===== config.mk =====
export PLATFORM = sky130hd
export DESIGN_NAME = tt_um_uart_tx
export DESIGN_NICKNAME = d
export VERILOG_FILES = /design/src/rtl/tt_um_uart_tx.sv
export SDC_FILE = /design/constraint.sdc
export NUM_CORES = 1
export LEC_CHECK = 0
export CAP_MARGIN = 5
export CORE_UTILIZATION = 53
export CTS_CLUSTER_SIZE = 25
export DETAILED_ROUTE_END_ITERATION = 12
export PLACE_DENSITY = 0.79
export SYNTH_ARGS = -nofsm -noshare
export SYNTH_HDL_FRONTEND = slang
export SYNTH_SLANG_ARGS = --single-unit

===== constraint.sdc =====
create_clock -name clk -period 2.6 [get_ports clk]
set_clock_uncertainty 0.1 [all_clocks]
set_input_delay 0.78 -clock clk [delete_from_list [all_inputs] [get_ports clk]]
set_output_delay 0.78 -clock clk [all_outputs]
set_load 0.01 [all_outputs]

===== src/rtl/tt_um_uart_tx.sv =====
// 8N1 UART transmitter fed by a 4-entry byte FIFO, using the TinyTapeout pin layout.
// A queued byte starts its frame on the edge after it is written; queued frames go out back to back.
module tt_um_uart_tx #(
  parameter int CLKS_PER_BIT = 16
) (
  input  logic       clk,
  input  logic       rst_n,
  input  logic       ena,
  input  logic [7:0] ui_in,
  output logic [7:0] uo_out,
  input  logic [7:0] uio_in,
  output logic [7:0] uio_out,
  output logic [7:0] uio_oe
);
  localparam int CW = (CLKS_PER_BIT > 1) ? $clog2(CLKS_PER_BIT) : 1;
  localparam logic [CW-1:0] LAST_CLK = CW'(CLKS_PER_BIT - 1);

  localparam logic [1:0] IDLE  = 2'd0;
  localparam logic [1:0] START = 2'd1;
  localparam logic [1:0] DATA  = 2'd2;
  localparam logic [1:0] STOP  = 2'd3;

  logic [1:0]    state_reg, state_next;
  logic [CW-1:0] clk_cnt_reg, clk_cnt_next;
  logic [2:0]    bit_idx_reg, bit_idx_next;
  logic [7:0]    shifter_reg, shifter_next;
  logic          txd_reg, txd_next;

  logic [7:0] fifo_mem [0:3];
  logic [1:0] wr_ptr_reg, rd_ptr_reg;
  logic [2:0] count_reg, count_next;
  logic       ovf_reg, ovf_next;

  logic       wr_req, wr_en, ovf_set, bit_end, pop;
  logic [7:0] head;
  logic       unused_ok;

  assign unused_ok = &{1'b0, uio_in[7:2]};

  assign wr_req  = ena & uio_in[0];
  assign wr_en   = wr_req & (count_reg != 3'd4);
  assign ovf_set = wr_req & (count_reg == 3'd4);
  assign bit_end = (clk_cnt_reg == LAST_CLK);
  assign head    = fifo_mem[rd_ptr_reg];

  // A pop and a frame start are the same event: from IDLE, or from the last STOP cycle.
  assign pop = ena & (count_reg != 3'd0) &
               ((state_reg == IDLE) | ((state_reg == STOP) & bit_end));

  assign count_next = count_reg + {2'b00, wr_en} - {2'b00, pop};
  assign ovf_next   = ovf_set ? 1'b1 : (uio_in[1] ? 1'b0 : ovf_reg);

  always_comb begin
    state_next   = state_reg;
    clk_cnt_next = clk_cnt_reg;
    bit_idx_next = bit_idx_reg;
    shifter_next = shifter_reg;
    txd_next     = txd_reg;
    case (state_reg)
      IDLE: begin
        clk_cnt_next = '0;
        txd_next     = 1'b1;
        if (pop) begin
          state_next   = START;
          shifter_next = head;
          txd_next     = 1'b0;
        end
      end
      START: begin
        if (bit_end) begin
          clk_cnt_next = '0;
          bit_idx_next = 3'd0;
          state_next   = DATA;
          txd_next     = shifter_reg[0];
          shifter_next = shifter_reg >> 1;
        end else begin
          clk_cnt_next = clk_cnt_reg + 1'b1;
        end
      end
      DATA: begin
        if (bit_end) begin
          clk_cnt_next = '0;
          if (bit_idx_reg == 3'd7) begin
            state_next = STOP;
            txd_next   = 1'b1;
          end else begin
            bit_idx_next = bit_idx_reg + 3'd1;
            txd_next     = shifter_reg[0];
            shifter_next = shifter_reg >> 1;
          end
        end else begin
          clk_cnt_next = clk_cnt_reg + 1'b1;
        end
      end
      STOP: begin
        if (bit_end) begin
          clk_cnt_next = '0;
          if (pop) begin
            state_next   = START;
            shifter_next = head;
            txd_next     = 1'b0;
          end else begin
            state_next = IDLE;
            txd_next   = 1'b1;
          end
        end else begin
          clk_cnt_next = clk_cnt_reg + 1'b1;
        end
      end
      default: begin
        state_next   = IDLE;
        clk_cnt_next = '0;
        txd_next     = 1'b1;
      end
    endcase
  end

  always_ff @(posedge clk or negedge rst_n) begin
    if (!rst_n) begin
      state_reg   <= IDLE;
      clk_cnt_reg <= '0;
      bit_idx_reg <= 3'd0;
      shifter_reg <= 8'd0;
      txd_reg     <= 1'b1;
      wr_ptr_reg  <= 2'd0;
      rd_ptr_reg  <= 2'd0;
      count_reg   <= 3'd0;
      ovf_reg     <= 1'b0;
    end else begin
      state_reg   <= state_next;
      clk_cnt_reg <= clk_cnt_next;
      bit_idx_reg <= bit_idx_next;
      shifter_reg <= shifter_next;
      txd_reg     <= txd_next;
      count_reg   <= count_next;
      ovf_reg     <= ovf_next;
      if (wr_en) wr_ptr_reg <= wr_ptr_reg + 2'd1;
      if (pop)   rd_ptr_reg <= rd_ptr_reg + 2'd1;
    end
  end

  // Storage needs no reset: entries are only read once the count says they were written.
  always_ff @(posedge clk) begin
    if (wr_en) fifo_mem[wr_ptr_reg] <= ui_in;
  end

  assign uo_out  = {4'b0000, count_reg, txd_reg};
  assign uio_out = {ovf_reg, (state_reg != IDLE), (count_reg == 3'd0), (count_reg == 3'd4), 4'b0000};
  assign uio_oe  = 8'hF0;

endmodule

* Word level (Yosys, flattened, before mapping)
Memory sizes are Yosys's and may differ from the RTL's. Index checks and enable logic that the tools add are counted.
Storage, ports and cells: bits in registers 26, latch bits 0, memory bits (writable) 32, memory bits (read-only) 0, input port bits 19, output and inout bits 24, word-level logic and storage cells 76, memories 1
Memories:
- fifo_mem | depth 4, width 8, rd ports 1, clocked after memory_dff 0, write ports 1, line 29 | logic [7:0] fifo_mem [0:3];
Cells by class: add/subtract/negate cells 6, $mul 0, div/mod/pow operators 0, order comparisons 0, eq/ne operators 13, shift-type cells 0, muxes and demuxes 29, bitwise operators 7, reductions and logical operators 11
Operators with widths (number):
- 8-bit 2-to-1 mux | 5
- 8-bit case mux with 4 select lines | 1
- 2-bit != test (second input constant) | 6
- 1-bit 2-to-1 mux | 10
- 2-bit 2-to-1 mux | 5
- 3-bit 2-to-1 mux | 3
- 2-bit case mux with 4 select lines | 1
- 4-bit case mux with 2 select lines | 1
- 4-bit AND reduction | 2
- 1-bit AND | 6
- 3-bit equality test (second input constant) | 2
- 3-bit case mux with 2 select lines | 1
- 2-bit nonzero test | 3
- 5-bit AND reduction | 1
- 2-bit by 1-bit adder with 2-bit output (second input constant) | 2
- 4-bit by 1-bit adder with 4-bit output (second input constant) | 1
- 2-bit equality test (second input constant) | 2
- 4-bit equality test (second input constant) | 1
- 4-bit 2-to-1 mux | 1
- 1-bit case mux with 4 select lines | 1
- 3-bit by 1-bit adder with 3-bit output | 1
- 3-bit by 1-bit adder with 3-bit output (second input constant) | 1
- 3-bit logical NOT | 1
- 3-bit != test (second input constant) | 1
- other kinds (7) | 7

* Depth between registers and ports, before layout
depth in word-level cells 7, gate-level depth with buffers 10, mapped depth without buffers 10

* Worst setup path before layout
OpenSTA, ideal clock, no wires.
kind reg-to-reg, from reg count_reg[1], to reg count_reg[2], library setup time 133 ps, arrival 2204 ps, data required time 2367 ps, setup slack 163 ps, cell stages (with the launch flop) 9, buffers on the path 0, period minus slack after synthesis 2437 ps, path through dfrtp_1 nor3b_1 nor2_1 xor2_1 ha_1 inv_1 fa_1 xnor2_1 xnor2_1
On the way: word-level cells in the longest chain between the ends 4, elaborated cells on any way between the ends 7, classes of those cells add/sub (2); eq/ne (1); bitwise (3); reduce/logical (1)
RTL lines:
- from (decl) | line 31 | logic [2:0] count_reg, count_next;
- from (signal assigned) | line 135 | count_reg <= count_next;
- 3-bit != test / 3-bit nonzero test (equally long branches) | line 41, 47
- 1-bit AND (on tied branches) | line 41, 47
- 3-bit by 1-bit adder with 3-bit output / 1-bit AND (equally long branches) | line 50, 47
- 3-bit by 1-bit subtractor with 3-bit output * | line 50 | assign count_next = count_reg + {2'b00, wr_en} - {2'b00, pop};
- via count_next[2] | line 31
Mark *: on every way through the listed nets, which the timed path passes. The rest lies on a longest branch. A chain may end at the register's enable or synchronous reset.

* Worst setup path after layout
from reg state_reg[1], to out uio_out[6]
On the way: word-level cells in the longest chain between the ends 1
RTL lines:
- from (decl) | line 23 | logic [1:0] state_reg, state_next;
- from (signal assigned) | line 130 | state_reg <= state_next;
- 2-bit nonzero test | line 148 | assign uio_out = {ovf_reg, (state_reg != IDLE), (count_reg == 3'd0), (count_reg == 3'd4), 4'b0000};
- to (decl) | line 12 | output logic [7:0] uio_out,
No other way between the ends.

==> report_table.html <==
<table>
<tr><th>Metric</th><th>Value</th></tr>
<tr><th colspan="2">Outcome</th></tr>
<tr><td>Status</td><td>complete, no violations</td></tr>
<tr><th colspan="2">Setup path</th></tr>
<tr><td>Stage delay of the slowest cell on the critical path</td><td>0.54 ns</td></tr>
<tr><td>Top fanout value on the critical path</td><td>6</td></tr>
<tr><td>Buffer and inverter count on the worst path</td><td>3</td></tr>
<tr><td>Kind of launch point of the worst setup path</td><td>register</td></tr>
<tr><td>Worst Setup End Kind</td><td>output port</td></tr>
<tr><td>Category of the critical setup timing path</td><td>reg2out</td></tr>
<tr><td>CP required</td><td>1.72 ns</td></tr>
<tr><td>Worst R2R Setup Slack</td><td>0.23 ns</td></tr>
<tr><td>Worst path cell trace</td><td>inv_1 -&gt; ha_4 -&gt; inv_1 -&gt; clkdlybuf4s50_1</td></tr>
<tr><td>Cell with the largest stage delay on the worst path</td><td>sky130_fd_sc_hd__clkdlybuf4s50_1</td></tr>
<tr><td>Data arrival time of the critical path</td><td>1.66 ns</td></tr>
<tr><td>Cell type with the highest occurrence count on the critical path</td><td>sky130_fd_sc_hd__inv_1</td></tr>
<tr><td>Delay-heaviest family, CP</td><td>buffers and inverters</td></tr>
<tr><th colspan="2">CTS</th></tr>
<tr><td>Clock latency reported for the late side of the worst-skew pair</td><td>0.32 ns</td></tr>
<tr><td>Clock slew at the register clock pins of the worst setup and hold paths</td><td>0.07 ns</td></tr>
<tr><td>CTS Buffer Depth</td><td>2</td></tr>
<tr><td>H-tree levels</td><td>3</td></tr>
<tr><td>CTS tree</td><td>done</td></tr>
<tr><td>Clock sink count</td><td>58</td></tr>
<tr><td>Number of buffers created by CTS</td><td>9</td></tr>
<tr><td>Clock tree root buffer cell</td><td>sky130_fd_sc_hd__clkbuf_8</td></tr>
<tr><th colspan="2">Cells and area</th></tr>
<tr><td>Fill cell count</td><td>344</td></tr>
<tr><td>Number of non-filler instances in the completed layout</td><td>292</td></tr>
<tr><td>Number of flip-flops under the largest register name</td><td>32</td></tr>
<tr><td>Synthesis-to-finish area growth</td><td>19.6%</td></tr>
<tr><td>Combined flip-flop and latch cell area</td><td>1610 µm²</td></tr>
<tr><td>Final antenna diode count</td><td>0</td></tr>
<tr><td>Ratio of cells with drive above 1 in the final layout</td><td>0.236</td></tr>
<tr><td>Total area of multi-input combinational cells</td><td>998 µm²</td></tr>
<tr><td>Nets</td><td>253</td></tr>
<tr><th colspan="2">Routing</th></tr>
<tr><td>Wire length per cell after detailed routing</td><td>15.3 µm</td></tr>
<tr><td>Count of routing violations after the opening detailed-route iteration</td><td>112</td></tr>
<tr><td>Number of routed nets with antenna violations</td><td>0</td></tr>
<tr><td>DRC</td><td>0</td></tr>
<tr><td>Wirelength, routed</td><td>4460 µm</td></tr>
<tr><td>Vias per cell</td><td>5.28</td></tr>
<tr><td>Detailed-router iteration count before antenna repair</td><td>4</td></tr>
<tr><td>Via count of the routed design</td><td>1,543</td></tr>
<tr><th colspan="2">Logic synthesis</th></tr>
<tr><td>Top cells by instance count after synthesis</td><td>32 x sky130_fd_sc_hd__edfxtp_1, 25 x sky130_fd_sc_hd__dfrtp_1, 18 x sky130_fd_sc_hd__buf_4</td></tr>
<tr><td>Number of synthesized register bits</td><td>58</td></tr>
<tr><td>Top-count cell post-synth</td><td>sky130_fd_sc_hd__edfxtp_1</td></tr>
<tr><td>Post-synthesis cell count</td><td>185</td></tr>
<tr><td>Synth async-reset ratio</td><td>0.448</td></tr>
<tr><td>Fraction of synthesized cell area taken by the top area cell type</td><td>0.350</td></tr>
<tr><td>Warnings, synthesis</td><td>0</td></tr>
<tr><td>Area contributors post-synth</td><td>sky130_fd_sc_hd__edfxtp_1 35%, sky130_fd_sc_hd__dfrtp_1 23%, sky130_fd_sc_hd__ha_1 5.9%</td></tr>
<tr><td>Post-synthesis cell type with the largest combined area</td><td>sky130_fd_sc_hd__edfxtp_1</td></tr>
<tr><td>Main synth FF type</td><td>sky130_fd_sc_hd__edfxtp_1</td></tr>
<tr><td>Synthesized area per cell</td><td>14.8 µm²</td></tr>
<tr><td>Sequential share of the synthesized area</td><td>0.588</td></tr>
<tr><td>Post-Syn Area</td><td>2740 µm²</td></tr>
<tr><td>Synth unique cells</td><td>40</td></tr>
<tr><td>Number of synthesized flops with an enable pin</td><td>32</td></tr>
<tr><th colspan="2">Floorplan</th></tr>
<tr><td>Std-Cell Core Area</td><td>4850 µm²</td></tr>
<tr><td>Rows</td><td>25</td></tr>
<tr><td>Starting utilization of the core area</td><td>0.566</td></tr>
<tr><td>Die Height</td><td>74.0 µm</td></tr>
<tr><td>Width of the chip</td><td>74.0 µm</td></tr>
<tr><td>I/O Pins</td><td>43</td></tr>
<tr><td>Die outline area</td><td>5470 µm²</td></tr>
<tr><th colspan="2">Timing</th></tr>
<tr><td>Tightest hold margin</td><td>0.383 ns</td></tr>
<tr><td>Highest clock rate</td><td>394 MHz</td></tr>
<tr><td>Setup TNS</td><td>0 ns</td></tr>
<tr><td>Transition time of the tightest slew-check pin</td><td>0.576 ns</td></tr>
<tr><td>Total setup violations reported at the end of the flow</td><td>0</td></tr>
<tr><td>RSZ-0062 raised after global routing</td><td>false</td></tr>
<tr><td>Min Clock Period, post-route</td><td>2.54 ns</td></tr>
<tr><td>Worst max-slew margin expressed relative to the limit</td><td>0.616</td></tr>
<tr><td>Portion of the clock cycle consumed by the worst path in the final layout</td><td>0.977</td></tr>
<tr><td>Final worst-path setup slack</td><td>0.0596 ns</td></tr>
<tr><td>Number of hold-slack violations in the final timing report</td><td>0</td></tr>
<tr><td>Max-slew violations</td><td>0</td></tr>
<tr><th colspan="2">Job</th></tr>
<tr><td>Number of violations of the max-capacitance limit</td><td>0</td></tr>
<tr><th colspan="2">Placement</th></tr>
<tr><td>Minimum setup slack after placement</td><td>-0.223 ns</td></tr>
<tr><td>Count of buffers from port buffering</td><td>20</td></tr>
<tr><td>HPWL after detailed placement</td><td>3110 µm</td></tr>
<tr><td>Cell count after placement</td><td>274</td></tr>
<tr><td>Last weighted congestion value of the routability-driven placer</td><td>0.729</td></tr>
<tr><th colspan="2">Global route</th></tr>
<tr><td>Via count of the first global-routing pass</td><td>1,560</td></tr>
<tr><td>First-pass GRT wire length</td><td>7300 µm</td></tr>
<tr><td>Total global-route track usage</td><td>0.187</td></tr>
<tr><td>Initial antenna violation count</td><td>0</td></tr>
<tr><td>Pin count of the biggest net entering global routing</td><td>27</td></tr>
<tr><td>Gr ovfl total</td><td>0</td></tr>
<tr><th colspan="2">Hold path</th></tr>
<tr><td>Class of the tightest hold or removal check</td><td>reg2reg</td></tr>
<tr><th colspan="2">Power and ir drop</th></tr>
<tr><td>Worst vdd rail ir drop</td><td>0.518 mV</td></tr>
<tr><td>Leakage power summed over all cells</td><td>1.34 nW</td></tr>
<tr><td>Power per standard cell area</td><td>719 nW/µm²</td></tr>
<tr><td>Total Power</td><td>2.36 mW</td></tr>
</table>
[where the power goes]
group / internal [mW] / total, mW / switching (mW)
clock network: 0.438 / 0.791 / 0.353
registers: 1.07 / 1.14 / 0.0661
logic: 0.226 / 0.428 / 0.202
[placed cells by master, fill, tap and decap left out, types with 2 or more instances in the layout]
cell type and count:
sky130_fd_sc_hd__clkinvlp_4 3, sky130_fd_sc_hd__xnor2_1 5, sky130_fd_sc_hd__dfrtp_1 24, sky130_fd_sc_hd__clkdlybuf4s50_1 20, sky130_fd_sc_hd__a22o_1 2, sky130_fd_sc_hd__inv_1 9, sky130_fd_sc_hd__conb_1 16, sky130_fd_sc_hd__nand2_1 8
sky130_fd_sc_hd__nor2b_1 2, sky130_fd_sc_hd__mux4_2 4, sky130_fd_sc_hd__nor2_1 5, sky130_fd_sc_hd__a21oi_1 5, sky130_fd_sc_hd__ha_1 12, sky130_fd_sc_hd__edfxtp_1 32, sky130_fd_sc_hd__buf_12 5, sky130_fd_sc_hd__clkbuf_8 9
sky130_fd_sc_hd__xor2_1 2, sky130_fd_sc_hd__o21ai_0 5, sky130_fd_sc_hd__and2_1 4, sky130_fd_sc_hd__nor3_1 2, sky130_fd_sc_hd__mux4_1 4, sky130_fd_sc_hd__mux2_2 14, sky130_fd_sc_hd__buf_4 7
[area by class of cell]
| type | instances | share of cell area |
|---|---|---|
| well taps | 67 | 0.0256 |
| clock inverters | 7 | 0.0214 |
| flip-flops and latches | 58 | 0.492 |
| multi-input cells | 109 | 0.304 |
| repair buffers | 32 | 0.108 |
| clock buffers | 9 | 0.0378 |
| inverters | 10 | 0.0114 |
[layer usage]
layer / vias up / global-route usage / wire [µm] / part of all wire
li1: 711 / - / - / -
met5: - / 0 / 0 / 0
met4: 0 / 0.0833 / 85 / 0.019
met1: 777 / 0.219 / 1850 / 0.41
met2: 45 / 0.328 / 2380 / 0.53
met3: 10 / 0.0461 / 149 / 0.033
[worst paths after layout]
check | start | endpoint | depth (start not counted)
min in group asynchronous | rst_n | clk_cnt_reg[3] | 2
setup reg to reg | state_reg[1] | count_reg[2] | 10
setup / recovery | state_reg[1] | uio_out[6] | 4
hold / removal | clk_cnt_reg[0] | clk_cnt_reg[0] | 1
max in group asynchronous | rst_n | txd_reg | 2
hold reg to reg | clk_cnt_reg[0] | clk_cnt_reg[0] | 1
[metrics by stage]
stage                      util  cell area [µm²]
final                     0.677             3280
after global routing      0.677             3280
after CTS                 0.673             3260
after detailed placement  0.630             3050
after global placement    0.630             3050
after floorplan               -             2800
[logic make-up (layout without fill, tap and decap cells)]
logic type               count (synthesis)  count (layout)  synth area share
buffers and inverters                   32              58            0.0739
multiplexers                            24              24             0.138
adder cells (fa/ha/maj)                 14              14            0.0666
other                                    2              16           0.00274
flip-flops                              58              58             0.588
AND/OR/NAND/NOR                         27              27            0.0511
XOR/XNOR                                 7               7            0.0223
AO/OA/AOI/OAI                           21              21            0.0575
[repair_timing]
item	in CTS	in global routing
endpoints found under the setup margin	2	2
setup buffers	0	2
resized for setup	3	2
hold buffers	0	0
No activity file was read; power rests on OpenSTA's default activity.
